[config.mk]
export PLATFORM = sky130hd
export DESIGN_NAME = leaf_stream_packetizer_flat
export DESIGN_NICKNAME = d
export VERILOG_FILES = /design/src/rtl/leaf_stream_packetizer_if.sv /design/src/rtl/leaf_stream_packetizer.sv /design/src/flat_wrapper.sv
export SDC_FILE = /design/constraint.sdc
export NUM_CORES = 1
export LEC_CHECK = 0
export ABC_AREA = 1
export BUFFER_PORTS_ARGS = -buffer_cell sky130_fd_sc_hd__buf_2
export CELL_PAD_IN_SITES_DETAIL_PLACEMENT = 1
export CELL_PAD_IN_SITES_GLOBAL_PLACEMENT = 1
export CORE_MARGIN = 5
export CORE_UTILIZATION = 40
export DETAILED_ROUTE_END_ITERATION = 16
export MAX_ROUTING_LAYER = met4
export PLACE_DENSITY_LB_ADDON = 0.1
export SLEW_MARGIN = 0
export SYNTH_ARGS = -nofsm -noshare
export SYNTH_HDL_FRONTEND = slang
export SYNTH_SLANG_ARGS = --single-unit
[constraint.sdc]
create_clock -name clk -period 3.12 [get_ports clk]
set_clock_uncertainty 0.15 [all_clocks]
set_input_delay 0.312 -clock clk [delete_from_list [all_inputs] [get_ports clk]]
set_output_delay 0.312 -clock clk [all_outputs]
set_load 0.05 [all_outputs]
[src/rtl/leaf_stream_packetizer_if.sv]
// leaf_stream_packetizer_if: user vld/ack word stream plus BFT packet bus.
// The master drives user words and BFT inputs; the slave is the packetizer.
interface leaf_stream_packetizer_if #(
    parameter int PACKET_BITS  = 49,
    parameter int PAYLOAD_BITS = 32
);
    logic [PAYLOAD_BITS-1:0] din_leaf_user2interface;
    logic                    vld_user2interface;
    logic                    ack_interface2user;
    logic [PACKET_BITS-1:0]  din_leaf_bft2interface;
    logic [PACKET_BITS-1:0]  dout_leaf_interface2bft;
    logic                    bft_ready;
    logic                    resend;

    modport master (
        output din_leaf_user2interface,
        output vld_user2interface,
        output din_leaf_bft2interface,
        output bft_ready,
        output resend,
        input  ack_interface2user,
        input  dout_leaf_interface2bft
    );

    modport slave (
        input  din_leaf_user2interface,
        input  vld_user2interface,
        input  din_leaf_bft2interface,
        input  bft_ready,
        input  resend,
        output ack_interface2user,
        output dout_leaf_interface2bft
    );
endinterface

[src/rtl/leaf_stream_packetizer.sv]
// leaf_stream_packetizer: credit-gated user-word to BFT packet emitter.
// Define LEAF_PKT_STATS_EN for pkt_sent_cnt / credit_stall_cnt outputs.
module leaf_stream_packetizer #(
    parameter int PACKET_BITS           = 49,
    parameter int PAYLOAD_BITS          = 32,
    parameter int NUM_LEAF_BITS         = 5,
    parameter int NUM_PORT_BITS         = 4,
    parameter int NUM_ADDR_BITS         = 7,
    parameter int FIFO_DEPTH            = 4,
    parameter int FREESPACE_UPDATE_SIZE = 64,
    parameter int OUT_PORT_ID           = 1
) (
    input  logic                     clk,
    input  logic                     reset_n,
    input  logic                     ap_start,
    input  logic                     stop,
    input  logic [NUM_LEAF_BITS-1:0] dest_leaf,
    input  logic [NUM_PORT_BITS-1:0] dest_port,
    leaf_stream_packetizer_if.slave  io,
    output logic                     done
`ifdef LEAF_PKT_STATS_EN
    ,
    output logic [31:0]              pkt_sent_cnt,
    output logic [31:0]              credit_stall_cnt
`endif
);
    localparam int AW       = $clog2(FIFO_DEPTH);
    localparam int CW       = NUM_ADDR_BITS + 2;
    localparam int PORT_LSB = PAYLOAD_BITS + NUM_ADDR_BITS;
    localparam int VB       = PACKET_BITS - 1;
    localparam logic [CW-1:0] CREDIT_MAX = CW'(1 << NUM_ADDR_BITS);
    localparam logic [CW-1:0] CREDIT_UPD = CW'(FREESPACE_UPDATE_SIZE);

    typedef enum logic [1:0] {IDLE, RUN, DRAIN} state_t;

    state_t                   state_q, state_d;
    logic [PAYLOAD_BITS-1:0]  mem [FIFO_DEPTH];
    logic [AW:0]              wr_ptr, rd_ptr;
    logic [PACKET_BITS-1:0]   out_q;
    logic [NUM_ADDR_BITS-1:0] addr_q;
    logic [CW-1:0]            credits_q, credits_d, credit_sum;
    logic [NUM_LEAF_BITS-1:0] leaf_q;
    logic [NUM_PORT_BITS-1:0] port_q;
    logic fifo_empty, fifo_full, ack;
    logic start_ok, push, load, consume, upd;
    logic unused_din_bits;

    assign fifo_empty = wr_ptr == rd_ptr;
    assign fifo_full  = (wr_ptr[AW] != rd_ptr[AW]) &&
                        (wr_ptr[AW-1:0] == rd_ptr[AW-1:0]);
    assign start_ok   = ap_start && (state_q == IDLE);
    assign push       = io.vld_user2interface && ack;
    assign consume    = out_q[VB] && io.bft_ready && !io.resend;
    assign load       = (state_q != IDLE) && !fifo_empty &&
                        (credits_q != '0) && !io.resend &&
                        (!out_q[VB] || consume);

    // Freespace updates arrive on the control port tagged with our port id.
    assign upd = io.din_leaf_bft2interface[VB] &&
                 (io.din_leaf_bft2interface[PORT_LSB +: NUM_PORT_BITS] == '0) &&
                 (io.din_leaf_bft2interface[PAYLOAD_BITS-1 -: 4] == 4'(OUT_PORT_ID));
    assign unused_din_bits = ^{io.din_leaf_bft2interface[VB-1 -: NUM_LEAF_BITS],
                               io.din_leaf_bft2interface[PAYLOAD_BITS +: NUM_ADDR_BITS],
                               io.din_leaf_bft2interface[PAYLOAD_BITS-5:0]};

    assign io.ack_interface2user      = ack;
    assign io.dout_leaf_interface2bft = io.resend ? '0 : out_q;

    always_ff @(posedge clk or negedge reset_n) begin
        if (!reset_n) state_q <= IDLE;
        else          state_q <= state_d;
    end

    always_comb begin
        state_d = state_q;
        ack     = 1'b0;
        done    = 1'b0;
        unique case (state_q)
            IDLE:  if (ap_start) state_d = RUN;
            RUN: begin
                ack = !fifo_full;
                if (stop) state_d = DRAIN;
            end
            DRAIN: if (fifo_empty && !out_q[VB]) begin
                done    = 1'b1;
                state_d = IDLE;
            end
            default: state_d = IDLE;
        endcase
    end

    // Update and load on the same edge both apply before saturation.
    always_comb begin
        credit_sum = credits_q + (upd ? CREDIT_UPD : '0) - (load ? CW'(1) : '0);
        credits_d  = (credit_sum > CREDIT_MAX) ? CREDIT_MAX : credit_sum;
        if (start_ok) credits_d = CREDIT_MAX;
    end

    always_ff @(posedge clk) begin
        if (push) mem[wr_ptr[AW-1:0]] <= io.din_leaf_user2interface;
    end

    always_ff @(posedge clk or negedge reset_n) begin
        if (!reset_n) begin
            wr_ptr    <= '0;
            rd_ptr    <= '0;
            out_q     <= '0;
            addr_q    <= '0;
            credits_q <= CREDIT_MAX;
            leaf_q    <= '0;
            port_q    <= '0;
        end else begin
            credits_q <= credits_d;
            if (push) wr_ptr <= wr_ptr + 1'b1;
            if (load) begin
                rd_ptr <= rd_ptr + 1'b1;
                out_q  <= {1'b1, leaf_q, port_q, addr_q, mem[rd_ptr[AW-1:0]]};
                addr_q <= addr_q + 1'b1;
            end else if (consume) begin
                out_q <= '0;
            end
            if (start_ok) begin
                leaf_q <= dest_leaf;
                port_q <= dest_port;
                addr_q <= '0;
            end
        end
    end

`ifdef LEAF_PKT_STATS_EN
    always_ff @(posedge clk or negedge reset_n) begin
        if (!reset_n) begin
            pkt_sent_cnt     <= '0;
            credit_stall_cnt <= '0;
        end else if (start_ok) begin
            pkt_sent_cnt     <= '0;
            credit_stall_cnt <= '0;
        end else begin
            if (consume) pkt_sent_cnt <= pkt_sent_cnt + 1'b1;
            if (!fifo_empty && credits_q == '0)
                credit_stall_cnt <= credit_stall_cnt + 1'b1;
        end
    end
`endif
endmodule

[src/flat_wrapper.sv]
// flat-port wrapper written by rule: the top's interface ports become plain ports
module leaf_stream_packetizer_flat 
#(
    parameter int PACKET_BITS           = 49,
    parameter int PAYLOAD_BITS          = 32,
    parameter int NUM_LEAF_BITS         = 5,
    parameter int NUM_PORT_BITS         = 4,
    parameter int NUM_ADDR_BITS         = 7,
    parameter int FIFO_DEPTH            = 4,
    parameter int FREESPACE_UPDATE_SIZE = 64,
    parameter int OUT_PORT_ID           = 1
)
  (clk, reset_n, ap_start, stop, dest_leaf, dest_port, done, io_din_leaf_user2interface, io_vld_user2interface, io_din_leaf_bft2interface, io_bft_ready, io_resend, io_ack_interface2user, io_dout_leaf_interface2bft);
  leaf_stream_packetizer_if #(.PACKET_BITS(PACKET_BITS), .PAYLOAD_BITS(PAYLOAD_BITS)) io_i ();
  input  logic clk;
  input  logic reset_n;
  input  logic ap_start;
  input  logic stop;
  input  logic [NUM_LEAF_BITS-1:0] dest_leaf;
  input  logic [NUM_PORT_BITS-1:0] dest_port;
  output logic done;
  input wire logic [$bits(io_i.din_leaf_user2interface)-1:0] io_din_leaf_user2interface;
  input wire logic [$bits(io_i.vld_user2interface)-1:0] io_vld_user2interface;
  input wire logic [$bits(io_i.din_leaf_bft2interface)-1:0] io_din_leaf_bft2interface;
  input wire logic [$bits(io_i.bft_ready)-1:0] io_bft_ready;
  input wire logic [$bits(io_i.resend)-1:0] io_resend;
  output wire logic [$bits(io_i.ack_interface2user)-1:0] io_ack_interface2user;
  output wire logic [$bits(io_i.dout_leaf_interface2bft)-1:0] io_dout_leaf_interface2bft;
  assign io_i.din_leaf_user2interface = io_din_leaf_user2interface;
  assign io_i.vld_user2interface = io_vld_user2interface;
  assign io_i.din_leaf_bft2interface = io_din_leaf_bft2interface;
  assign io_i.bft_ready = io_bft_ready;
  assign io_i.resend = io_resend;
  assign io_ack_interface2user = io_i.ack_interface2user;
  assign io_dout_leaf_interface2bft = io_i.dout_leaf_interface2bft;
  leaf_stream_packetizer #(.PACKET_BITS(PACKET_BITS), .PAYLOAD_BITS(PAYLOAD_BITS), .NUM_LEAF_BITS(NUM_LEAF_BITS), .NUM_PORT_BITS(NUM_PORT_BITS), .NUM_ADDR_BITS(NUM_ADDR_BITS), .FIFO_DEPTH(FIFO_DEPTH), .FREESPACE_UPDATE_SIZE(FREESPACE_UPDATE_SIZE), .OUT_PORT_ID(OUT_PORT_ID)) u_core (.clk(clk), .reset_n(reset_n), .ap_start(ap_start), .stop(stop), .dest_leaf(dest_leaf), .dest_port(dest_port), .io(io_i), .done(done));
endmodule
==> results of run 1 <==
==> routing by layer <==
layer	share of wire [%]	wire length, um
met1	46	10760
met5	0	0
met3	3.7	851
met4	1.3	312
met2	49	11260
==> worst max-delay path, cell delays in order (launching register included) <==
cell and delay [ns]:
dfrtp_1 0.38, inv_1 0.11, nand2_1 0.07, nand4_1 0.12
or2_4 0.27, nand3_2 0.07, inv_2 0.04, ha_1 0.18
inv_1 0.05, ha_2 0.19, fa_1 0.44, inv_1 0.08
nand2_1 0.05, nor2_1 0.10, nand2_1 0.06, nor2_1 0.09
nand2_1 0.06, nand2_1 0.06, nand2_2 0.12, nor2_1 0.12
==> worst max path at each step <==
stage,start,to,slack [ns],cells after the start
final,u_core.wr_ptr[1],u_core.credits_q[2],0.24,19
after global placement,u_core.wr_ptr[1],u_core.credits_q[2],0.21,19
after floorplan,u_core.out_q[48],u_core.credits_q[0],0.10,19
after global routing,u_core.wr_ptr[1],u_core.credits_q[5],0.01,19
after detailed placement,u_core.wr_ptr[1],u_core.credits_q[2],0.14,19
after CTS,u_core.wr_ptr[1],u_core.credits_q[2],0.12,19
==> state kept, by name, indices dropped and copies added, names as in the netlist <==
| register | count |
|---|---|
| u_core.addr_q | 7 |
| u_core.credits_q | 9 |
| u_core.leaf_q | 5 |
| u_core.mem | 128 |
| u_core.out_q | 49 |
| u_core.port_q | 4 |
| u_core.rd_ptr | 3 |
| u_core.state_q | 2 |
| u_core.wr_ptr | 3 |
==> logic make-up (layout without fill, tap and decap cells) <==
family | Yosys count | in the layout | synth area share, %
other | 1 | 2 | 0.04160
muxes | 9 | 9 | 1.124
xor gates and xnor gates | 11 | 11 | 1.069
DFF | 210 | 210 | 65.42
AOI/OAI and AO/OA | 109 | 109 | 6.552
buffers and inverters | 135 | 305 | 6.066
and+or+nand+nor | 378 | 378 | 17.14
adders and majority gates | 18 | 18 | 2.582
==> layout make-up <==
| type | count | area (um2) | area share (%) |
|---|---|---|---|
| timing repair buffer | 171 | 1141 | 10.20 |
| sequential | 210 | 5898 | 52.72 |
| inverter | 90 | 337.8 | 3.019 |
| multi-input combinational | 526 | 2597 | 23.22 |
| clock inverter | 11 | 157.7 | 1.409 |
| tap | 285 | 356.6 | 3.187 |
| antenna | 1 | 2.502 | 0.02237 |
| clock buffer | 33 | 696.9 | 6.229 |
==> repair_timing <==
item,CTS,global route
resized for setup,0,3
endpoints found under the hold margin,185,0
setup endpoints to repair,0,7
hold buffers,44,0
==> synth_stat cells <==
cell	n
a21oi_1	5
buf_1	3
buf_2	8
buf_6	4
clkbuf_1	30
conb_1	1
dfrtp_1	81
dfstp_2	1
edfxtp_1	128
fa_1	1
ha_1	17
inv_1	88
inv_2	2
mux2_2	9
nand2_1	153
nand2b_1	1
nand3_1	76
nand3_2	1
nand4_1	4
nor2_1	137
nor3_1	2
nor4_1	3
o21a_1	2
o21ai_0	70
o22ai_1	32
or2_1	1
xnor2_1	4
xor2_1	7
==> report_power, final <==
part	internal (mW)	total [mW]	switching [mW]
clock network	1.83	2.96	1.13
registers	3.48	3.73	0.245
logic	1.14	3.70	2.56
==> results.md, run 1 <==
* Status: complete, no violations
* Most frequent cells in the layout: nand2_1 (151), nor2_1 (132), edfxtp_1 (128)
* Synth cell types at 28
* Worst skew pair latency at around 0.52 ns
* P_leak at ~5 nW
* Worst-path clk slew at approximately 0.060 ns
* Via count at 6543
* Htree depth at 1
* Most common cell after layout, fill and taps aside: nand2_1
* Seq/Total Area, Yosys at between 60% and 70%
* Num Clock Sinks at 210
* RSZ-0062 raised after global routing: false
* Critical Path Start Type: register
* Critical path peak fanout at 7
* Yosys top cell by area: edfxtp_1
* Synthesized flop and latch total at 210
* Max clock buf depth at 3
* Final min period at approximately 2.9 ns
* Worst slew pin tran at between 0.7 and 0.8 ns
* IO Count at ~150
* First-pass DRT Iterations at 4
* GR peak layer: met2
* Setup TNS Final at 0 ns
* Site Rows at 55
* DRC viols at 0
* GRT Util Overall at ~18%
* Max-slew violations at 0
* Fin cells at 1327
* Slew margin rel. at 50.06%
* Critical path capture point type: register
* Starting DRT DRC Count at approximately 270
* Data arrival time of the worst path at 3.18 ns
* Initial antenna violation count at 1
* Mapped Area at around 0.0090 mm2
* Die Area at between 0.02 and 0.03 mm2
* Worst reg2reg setup slack at roughly 0.24 ns
* Setup ws final at 0.2370 ns
* Pin count of the biggest net entering global routing at 66
* Fin crit share at slightly above 90%
* Hold Violations, Final at 0
* Syn Nets at 986
* Layout cell share with drive strength beyond 1 at a little under a fifth
* Pre-CTS WS at about 0.14 ns
* CTS tree: built
* Total CTS buffers at 24
* Placed insts at about 1200
* Critical Path RT at roughly 3.4 ns
* Die Span X at 160.1 um
* Grt met3 use at around 2.9%
* Grt met2 use at a little under a third
* First-pass GRT wire length at 37.43 mm
* Gr ovfl total at 0
* Mapped Cells at between 800 and 900
* Hold depth at 5
* Final core occ at between 40% and 50%
* Chip height at approximately 160 um
* Hold crit path type: input port to register
* Vias per cell at about 4.9
* Hpwl dp at ~14 mm
* Placer Congestion at roughly 0.77
* Clock tree root driver cell: clkbuf_16
* Worst reg-to-reg path cell count at 19
* Power Dens Cells at 928.4 mW/mm2
* PortBufs at roughly 110
* Final instance area at approximately 0.011 mm2
* Initial Util at 40.18%
* Worst vdd ir at between 0.5 and 0.6 mV
* Nets at roughly 1100
* Core area at 0.02243 mm2
* Largest cells by area after synthesis: edfxtp_1 (43%), dfrtp_1 (22%), nand2_1 (6.4%)
* Kind of critical path: register to register
* Hold WS at 0.09224 ns
* DRT antenna net count at 0
* Area Growth Syn to Fin at 24.13%
* Yosys Warn Count at 0
* Avg WL per Cell at approximately 17 um
* Yosys top cell area share at a little over two fifths
* Number of global-route vias before repair at between 6000 and 7000
* Number of setup buffers added after CTS at 0
* Total power at slightly above 10 mW
* WHS Endpoint: u_core.out_q[48]
* Max Freq at between 300 and 400 MHz
* Maximum Capacitance Violations at 0
* Setup Viol. Count Final at 0
* Reg-to-Reg Start: u_core.wr_ptr[1]
* DRT Wirelength at about 23 mm
* Placed inst area at around 0.01 mm2
* FILL cells at 2477
* Met1 global-route usage at a little under a quarter
* Post-Syn Area per Cell at a little over 10 um2
* Hold Startpoint: io_resend
* Reg-to-reg endpoint: u_core.credits_q[2]
No activity file was read; power rests on OpenSTA's default activity.
==> run 2: changes to the inputs <==
Settings changed: CORE_UTILIZATION 40 to 45.
Clock period 3.12 ns to 3.4 ns, I/O delays scaled along.
==> results.md, run 2 (same netlist as run 1, synthesis figures left out) <==
* Status: complete, no violations
* Maximum Capacitance Violations at 0
* Initial Util at approximately 46%
* Fin cells at between 1000 and 1500
* Initial antenna violation count at 0
* Setup ws final at ~0.38 ns
* Max-slew violations at 0
* P_leak at 4.898 nW
* Die Area at around 0.023 mm2
* Max Freq at 331.5 MHz
* Worst path cell trace: inv_1 -> nand2_1 -> nand4_1 -> or2_1 -> nand3_2 -> inv_2 -> ha_1 -> inv_1 -> ha_1 -> fa_1 -> inv_1 -> nand2_1 -> nor2_1 -> nand2_1 -> nor2_1 -> nand2_1 -> nand2_1 -> nand2_1 -> nor2_1
* Die Span X at about 150 um
* Total CTS buffers at 24
* Vias per cell at around 5.0
* Most frequent CP cell: nand2_1
* DRT Wirelength at 22.49 mm
* Critical path peak fanout at 7
* Gr ovfl total at 0
* Starting DRT DRC Count at ~300
* Detail Route met3 WL at roughly 1.1 mm
* Highest Signal Layer: met4
* Routed wl met2 at 11.71 mm
* CTS resizes at 0
* Hold WS at about 0.024 ns
* CP peak stage delay at 0.47 ns
* WL met1 at roughly 9.4 mm
* Layout cell share with drive strength beyond 1 at 17.28%
* Hpwl dp at about 14 mm
* Htree depth at 1
* Site Rows at between 50 and 60
* Total power at between 9 and 10 mW
* Worst path slowest cell: fa_1
* Number of global-route vias before repair at between 7000 and 8000
* Hold Violations, Final at 0
* Critical Path Start Type: register
* DRT antenna net count at 0
* Chip height at between 150 and 200 um
* Worst vdd ir at between 0.4 and 0.5 mV
* CTS Hold Bufs at 43
* Num Clock Sinks at between 200 and 250
* Critical Path RT at 3.67 ns
* First-pass DRT Iterations at 5
* Data arrival time of the worst path at 3.29 ns
* Avg WL per Cell at between 15 and 20 um
* Ant. Diodes at 0
* Core area at between 0.015 and 0.02 mm2
* Final instance area at about 0.011 mm2
* Placer Congestion at 0.7598
* PortBufs at 107
* Critical path capture point type: register
* IO Count at around 150
* Via count at between 6000 and 7000
* Setup Viol. Count Final at 0
* Pre-CTS WS at approximately 0.38 ns
* Nets at 1134
* Power Dens Cells at around 840 mW/mm2
* GRT Util Overall at around a fifth
* Placed inst area at roughly 0.01 mm2
* Worst skew pair latency at 0.51 ns
* Worst slew pin tran at 0.7214 ns
* Kind of critical path: register to register
* Fin crit share at about nine tenths
* Clock tree root driver cell: clkbuf_16
* Hold crit path type: input port to register
* First-pass GRT wire length at roughly 37 mm
* Slew margin rel. at ~52%
* Final core occ at about 57%
* Setup TNS Final at 0 ns
* Final min period at around 3.0 ns
* Most frequent cells in the layout: nand2_1 (152), nor2_1 (132), edfxtp_1 (128)
* Placed insts at around 1200
* Area Growth Syn to Fin at 23.04%
* Most common cell after layout, fill and taps aside: nand2_1
* Number of setup buffers added after CTS at 0
* Largest register FFs at between 100 and 150
* DRC viols at 0
* Worst-path clk slew at around 0.06 ns
* CTS tree: built
* RSZ-0062 raised after global routing: false
* Max clock buf depth at 3
* Pin count of the biggest net entering global routing at 66
==> run 2: cell types whose count changed in the layout (fill, tap and decap cells not counted), moves of 2 or more <==
cell      before  now
buf_4         20   15
nor2_4         1    4
clkinv_1       1    3
nor2_2         4    1
clkinv_2       5    3
buf_12         1    3
==> run 2: area by class of cell <==
| cell class | instances | area, um2 |
|---|---|---|
| fill | 2143 | 8499 |
| timing repair buffer | 167 | 1134 |
| multi-input combinational | 526 | 2605 |
| tap | 265 | 331.6 |
| inverter | 90 | 337.8 |
| sequential | 210 | 5898 |
| clock inverter | 9 | 95.09 |
| clock buffer | 34 | 689.4 |
==> run 2: worst paths after layout <==
check	start	to	slack, ns	cells past startpoint
worst min register to register	u_core.port_q[0]	u_core.out_q[39]	0.32	2
max in group asynchronous	reset_n	u_core.out_q[41]	2.11	3
worst min-delay path	io_bft_ready	u_core.out_q[48]	0.02	4
worst max register to register	u_core.wr_ptr[0]	u_core.credits_q[1]	0.38	19
min in group asynchronous	reset_n	u_core.rd_ptr[1]	0.27	2
worst max-delay path	u_core.wr_ptr[0]	u_core.credits_q[1]	0.38	19
==> run 2: worst max-delay path: cells and delay by family (launching register included) <==
kind                       cells  cell delay (ns)
adders and majority gates      3             0.87
DFF                            1             0.39
buffers and inverters          4             0.27
and+or+nand+nor               12             1.25
==> run 2: where the power goes <==
part | internal (mW) | total [mW] | switching [mW] | leakage (nW)
sequential | 3.20 | 3.43 | 0.227 | 2.22
clock | 1.56 | 2.54 | 0.980 | 0.386
combinational | 1.03 | 3.35 | 2.33 | 2.29
==> run 2: per-layer routing <==
metal | track usage (%) | up-vias
li1 | - | 3187
met1 | 25.12 | 3175
met2 | 37.76 | 131
met3 | 2.617 | 26
met4 | 4.223 | 0
met5 | - | -
